`config.mk`:
```
export PLATFORM = sky130hd
export DESIGN_NAME = radix4_digit_serializer
export DESIGN_NICKNAME = d
export VERILOG_FILES = /design/src/rtl/radix4_digit_serializer.sv
export SDC_FILE = /design/constraint.sdc
export NUM_CORES = 1
export LEC_CHECK = 0
export ABC_CLOCK_PERIOD_IN_PS = 1600
export CORE_MARGIN = 2
export CORE_UTILIZATION = 43
export CTS_CLUSTER_SIZE = 10
export DETAILED_ROUTE_END_ITERATION = 8
export PLACE_DENSITY = 0.77
export RECOVER_POWER = 25
export SLEW_MARGIN = 0
export SYNTH_ARGS = -nofsm -noshare
export SYNTH_HDL_FRONTEND = slang
export SYNTH_SLANG_ARGS = --single-unit
export TNS_END_PERCENT = 30
```
`constraint.sdc`:
```
create_clock -name clk -period 1.6 [get_ports clk]
set_input_delay 0.32 -clock clk [delete_from_list [all_inputs] [get_ports clk]]
set_output_delay 0.32 -clock clk [all_outputs]
set_load 0.01 [all_outputs]
```
`src/rtl/radix4_digit_serializer.sv`:
```
// Parallel two's-complement fraction -> radix-4 Booth digit stream, MSD first.
// Define RADIX4_SERIALIZER_FLUSH_EN to append DELTA zero pad digits per frame.
module radix4_digit_serializer #(
  parameter int NO_OF_DIGITS = 4,
  parameter int RADIX_BITS   = 3,
  parameter int DELTA        = 2
) (
  input  logic                      clk,
  input  logic                      reset,
  input  logic [2*NO_OF_DIGITS-1:0] in_data,
  input  logic                      in_valid,
  output logic                      in_ready,
  output logic [RADIX_BITS-1:0]     dig_out,
  output logic                      dig_valid,
  input  logic                      dig_ready,
  output logic                      dig_first,
  output logic                      dig_last
);

  localparam int OP_W = 2 * NO_OF_DIGITS;
`ifdef RADIX4_SERIALIZER_FLUSH_EN
  localparam int FRAME_LEN = NO_OF_DIGITS + DELTA;
`else
  localparam int FRAME_LEN = NO_OF_DIGITS;
`endif
  localparam int CNT_W = $clog2(NO_OF_DIGITS + DELTA + 1);
  localparam logic [CNT_W-1:0] LSD_IDX  = CNT_W'(NO_OF_DIGITS - 1);
  localparam logic [CNT_W-1:0] LAST_IDX = CNT_W'(FRAME_LEN - 1);

  typedef enum logic [1:0] {IDLE, SEND, FLUSH} state_t;

  state_t                        state, state_n;
  logic [CNT_W-1:0]              cnt, cnt_n;
  logic [OP_W:0]                 shreg, shreg_n;
  logic signed [RADIX_BITS-1:0]  out_n;
  logic                          valid_n, first_n, last_n;
  logic                          xfer, accept;
  logic [OP_W:0]                 sh_load, sh_next;

  // Booth digit from {b(2k+1), b(2k), b(2k-1)}; result lies in {-2..2}.
  function automatic logic signed [RADIX_BITS-1:0] booth(input logic [2:0] b);
    logic signed [2:0] d;
    case (b)
      3'b001, 3'b010: d = 3'sd1;
      3'b011:         d = 3'sd2;
      3'b100:         d = -3'sd2;
      3'b101, 3'b110: d = -3'sd1;
      default:        d = 3'sd0;
    endcase
    return RADIX_BITS'(d);
  endfunction

  assign xfer     = dig_valid & dig_ready;
  assign in_ready = ~reset & ((state == IDLE) | (xfer & dig_last));
  assign accept   = in_valid & in_ready;
  // Bit 0 of the shift register is the appended b(-1)=0.
  assign sh_load  = {in_data, 1'b0};
  assign sh_next  = {shreg[OP_W-2:0], 2'b00};

  always_comb begin
    state_n = state;
    cnt_n   = cnt;
    shreg_n = shreg;
    out_n   = dig_out;
    valid_n = dig_valid;
    first_n = dig_first;
    last_n  = dig_last;
    if (xfer) begin
      cnt_n   = cnt + 1'b1;
      first_n = 1'b0;
      last_n  = (cnt_n == LAST_IDX);
      if (dig_last) begin
        state_n = IDLE;
        cnt_n   = '0;
        out_n   = '0;
        valid_n = 1'b0;
        last_n  = 1'b0;
      end else if (state == SEND && cnt != LSD_IDX) begin
        shreg_n = sh_next;
        out_n   = booth(sh_next[OP_W:OP_W-2]);
      end
`ifdef RADIX4_SERIALIZER_FLUSH_EN
      else begin
        state_n = FLUSH;
        out_n   = '0;
      end
`endif
    end
    // A new operand may land on the same edge that retires the last digit.
    if (accept) begin
      state_n = SEND;
      cnt_n   = '0;
      shreg_n = sh_load;
      out_n   = booth(sh_load[OP_W:OP_W-2]);
      valid_n = 1'b1;
      first_n = 1'b1;
      last_n  = (LAST_IDX == '0);
    end
  end

  always_ff @(posedge clk) begin
    if (reset) begin
      state     <= IDLE;
      cnt       <= '0;
      dig_out   <= '0;
      dig_valid <= 1'b0;
      dig_first <= 1'b0;
      dig_last  <= 1'b0;
    end else begin
      state     <= state_n;
      cnt       <= cnt_n;
      dig_out   <= out_n;
      dig_valid <= valid_n;
      dig_first <= first_n;
      dig_last  <= last_n;
    end
  end

  always_ff @(posedge clk) begin
    shreg <= shreg_n;
  end

endmodule
```
### Yosys cells after proc, flatten, opt, wreduce, memory -nomap -nowiden

Cells that the tools add are included.

* $add $sub $neg: 1
* equality and inequality tests: 15
* mux-type cells: 20
* bitwise operators: 6
* reductions and logical operators: 14

Operators with widths (count)
* 2-to-1 mux 7 bit: 4
* case mux 3 bit (4 select lines): 2
* equality test 3 bit, second input constant: 6
* equality test 3 x 2 -> 1 bit, second input constant: 5
* 2-to-1 mux 3 bit: 5
* OR reduction 2 bit: 5
* 2-to-1 mux 1 bit: 9
* equality test 3 x 1 -> 1 bit, second input constant: 2
* nonzero test 2 bit: 3
* bitwise AND 1 bit: 4
* AND reduction 2 bit: 2
* adder 3 x 1 -> 3 bit, second input constant: 1
* != test 3 x 2 -> 1 bit, second input constant: 1
* AND reduction 3 bit: 1
* nonzero test 3 bit: 1
* logical NOT 2 bit: 1
* != test 2 x 1 -> 1 bit, second input constant: 1
* logical AND 1 bit: 1
* NOT 1 bit: 1
* bitwise OR 1 bit: 1

* flip-flop bits (word level): 16
* input port bits: 12
* output and inout port bits: 7
* word-level logic and storage cells: 63

### Depth between registers and ports, before layout

* depth after elaboration: 7
* gate-level depth with buffers: 5
* mapped depth without buffers: 5

### Worst setup path after synthesis

No wires, ideal clock.

* path type: flip-flop to flip-flop
* from: register cnt[0]
* to: register shreg[1] (enable)
* library setup time: 381 ps
* arrival: 1312 ps
* required time: 1219 ps
* setup slack: -92 ps
* cell stages (with the launch flop): 4
* path through: dfxtp_1 ha_1 ha_1 o32ai_1

* longest elaborated chain between the ends: 4

Ends and longest elaborated chain
* start, declared: line 33 `logic [CNT_W-1:0] cnt, cnt_n;`
* start signal, assigned: line 111 `cnt <= cnt_n;`
* != test 3 x 2 -> 1 bit: line 78 `end else if (state == SEND && cnt != LSD_IDX) begin`
* logical AND 1 bit: line 78
* nonzero test 2 bit (no source line)
* AND reduction 3 bit (no source line)
* end signal, assigned: line 120 `shreg <= shreg_n;`
* end, declared: line 34 `logic [OP_W:0] shreg, shreg_n;`

No other way between the ends.
A chain may end at the register's enable or synchronous reset.

### Worst setup path after layout

* from: input port in_valid
* to: register dig_out[1]

* longest elaborated chain between the ends: 3

Ends and longest elaborated chain
* start, declared: line 11 `input logic in_valid,`
* bitwise AND 1 bit *: line 55 `assign accept = in_valid & in_ready;`
* nonzero test 3 bit (no source line) or nonzero test 2 bit (tied branches)
* AND reduction 2 bit (no source line)
* end signal, assigned: line 112 `dig_out <= out_n;`
* end, declared: line 13 `output logic [RADIX_BITS-1:0] dig_out,`

Mark *: on every way between the ends. The rest lies on a longest branch, timed or not.

==> results by group <==
Yosys
  – Post-synth ARST share: 0%
  – Post-synth top flop: dfxtp_1
  – Netlist cell types: 34
  – Seq/Total Area, Yosys: 43.3%
  – Yosys top cell by area: dfxtp_1
  – Synthesis warning total: 0
  – Synthesized area per cell: 10.5 µm²
  – Area share of the largest cell type after synthesis: 21.7%
  – Main combinational cell family by area after synthesis: compound AO/OA/AOI/OAI gates
  – Post-synthesis register bit count: 15
  – Post-Syn Area: 832 µm²
  – Post-Syn Nets: 94
  – Compound-gate portion of the synthesized area: 19.8%
  – Synth Area in XOR/XNOR: around 2.1%
  – Cells taking the most area after synthesis: dfxtp_1 (22%), edfxtp_1 (22%), mux2_2 (5.4%)
  – Post-synthesis adder-cell area fraction: 4.51%
  – Multiplexer share of the synthesized area: 6.62%
  – Post-synthesis simple-gate area fraction: 19.1%
  – Synth Instances: 79
  – Number of synthesized flops with an enable pin: 6

Timing
  – Fmax: 0.640 GHz
  – Final slew viol count: 0
  – Setup tns final: 0 ps
  – Tcrit/Tclk final: slightly below 100%
  – Slew HR: 82.9%
  – Final Setup Violations: 0
  – Post-route setup slack: 37.7 ps
  – Fin. Hold Viols: 0
  – Post-layout min period: 1560 ps
  – Hold slack: between 400 and 500 ps
  – RSZ-0062 raised after global routing: false
  – Skew final: 2.10 ps
  – Tightest Pin Transition: 254 ps

Placed design
  – Post-place setup slack: -322 ps
  – Hpwl dp: 1.42 mm
  – Placed Cells incl. Taps: 136
  – Gpl congestion: 0.784
  – IO Port Bufs: 18

GRT
  – Vias in the first global route: ~740
  – First-pass GRT wire length: 2.93 mm
  – Gr usage total: 18.4%
  – Pin count of the biggest net entering global routing: 11
  – GR Util met3: 3.02%
  – GRT met2 Usage: 33.1%
  – Global route hottest layer: met2
  – Total gr overflow: 0
  – Initial antenna violation count: 0
  – Global Route met1 Usage: between 20% and 30%

Pwr
  – Pwr per Cell Area: a little over 700 nW/µm²
  – Maximum vdd ir drop: 0.538 mV
  – Leakage: roughly 0.5 nW
  – Total power draw: approximately 850 µW

CTS
  – CTS tree: built
  – Clock buffer count from CTS: 3
  – Worst skew pair latency: 270 ps
  – H-Tree Level Count: 1
  – Max Buffers Root-to-Sink: 2
  – Clk slew on worst S/H paths: 90 ps
  – CTS root buf: clkbuf_4
  – Clock sink count: 15

Floorplanning
  – Core box area: 1760 µm²
  – Top-Level Pins: 19
  – Die area: 2300 µm²
  – Cell row count: 15
  – Chip Width: roughly 48 µm
  – Die Y: 48.0 µm
  – Initial Util: between 40% and 50%

Final layout
  – Area grow syn2layout: 44.5%
  – Nets@finish: 132
  – Antenna Cells: 0
  – Fin cells: 141
  – Filler instances: 148
  – Share of post-route cells with drive strength above 1: 28.4%

Min path
  – Hold Startpoint: cnt[2]
  – Hold Path Cell Cnt: 2
  – HP Class: reg2reg
  – Worst Hold End: cnt[2]

Worst setup path
  – Reg2reg end: dig_out[1]
  – Setup crit end kind: flip-flop
  – Worst setup SP type: primary input
  – R2R setup slack: ~130 ps
  – Required @ worst endpoint: around 1800 ps
  – CP Class: in2reg
  – CP Max Fanout: 5
  – Reg2reg path depth: 4
  – Crit Reg-Reg Startpoint: state[0]
  – Worst Path Arrival: 1740 ps

Route
  – Antenna Nets Post-Route: 0
  – TritonRoute pass-1 iters: 3
  – DR vias: 729
  – DRC: 0
  – Initial DRC count: 6
  – Wire per inst: 12.6 µm
  – Drt total wl: 1.77 mm
  – Avg Vias per Cell: around 5.2

Flow run
  – Max_cap viols: 0

Outcome
  – Status: complete, no violations
==> sequential cells by signal, summed over array words and instances (netlist names) <==
register	cells
state	1
dig_out	3
cnt	3
shreg	6
dig_first	1
dig_last	1
==> cells in the mapped netlist, drive strengths merged (2+ instances only) <==
cell type	count
or3	3
inv	3
mux2	4
nand2	6
a21oi	3
a31o	2
edfxtp	6
nand3	2
dfxtp	9
and3	2
ha	3
nor2	6
a21boi	2
buf	4
a311oi	5
nor2b	2
nand2b	3
==> area by class of cell <==
| cell class | instances | area, µm² | share of cell area, % |
|---|---|---|---|
| clock buffers | 4 | 26.3 | 2.19 |
| inverters | 3 | 11.3 | 0.937 |
| multi-input cells | 57 | 444 | 36.9 |
| flip-flops and latches | 15 | 362 | 30.1 |
| well taps | 25 | 31.3 | 2.60 |
| repair buffers | 37 | 328 | 27.3 |
==> how the worst max path moves through the flow <==
stage | end | slack (ps) | cells past startpoint | startpoint
2_1_floorplan | shreg[3] | 110 | 4 | state[0]
3_3_place_gp | in_ready | -300 | 4 | dig_ready
3_5_place_dp | in_ready | -320 | 4 | dig_ready
4_1_cts | dig_out[1] | 40 | 5 | in_valid
5_1_grt | dig_out[1] | 6 | 5 | in_valid
6_report | dig_out[1] | 40 | 5 | in_valid
==> critical path: stages <==
cell             delay [ps]
clkdlybuf4s50_1         470
buf_4                   170
nor2b_2                 170
a221o_1                 360
a41o_1                  240
==> through the flow <==
step                      area [µm²]  utilization, %
after floorplan                  840               -
after global placement          1160            65.7
after detailed placement        1160            65.7
after CTS                       1200            68.2
after global routing            1200            68.2
final                           1200            68.2
==> report_power, final <==
group | internal [mW] | switching [mW]
registers | 0.423 | 0.0121
logic | 0.124 | 0.0797
clock network | 0.0965 | 0.118
==> metal layers <==
metal | part of all wire [%] | routed length, µm
met5 | 0 | 0
met4 | 1.1 | 19
met3 | 3.6 | 64
met2 | 49 | 874
met1 | 46 | 811
==> layout by cell type, fill, tap and decap left out, types with 4 or more instances in the layout <==
| master | count |
|---|---|
| dfxtp_1 | 8 |
| edfxtp_1 | 6 |
| clkdlybuf4s50_1 | 15 |
| nand2_1 | 6 |
| nor2_1 | 6 |
| buf_4 | 17 |
| mux2_2 | 4 |
| a311oi_1 | 5 |
==> kinds of logic (layout without fill, tap and decap cells) <==
group | after synthesis | count (layout)
multiplexers | 5 | 5
buffers and inverters | 7 | 44
adder cells (fa/ha/maj) | 3 | 3
XOR/XNOR | 2 | 2
flip-flops | 15 | 15
AO/OA/AOI/OAI | 19 | 19
AND/OR/NAND/NOR | 28 | 28
==> repair_timing <==
action	CTS	global route
setup endpoints to repair	3	3
setup buffers	1	0
pin swaps	1	0
cloned	0	0
resized for setup	4	1
hold buffers	0	0
Power figures use the tool's default switching activity.
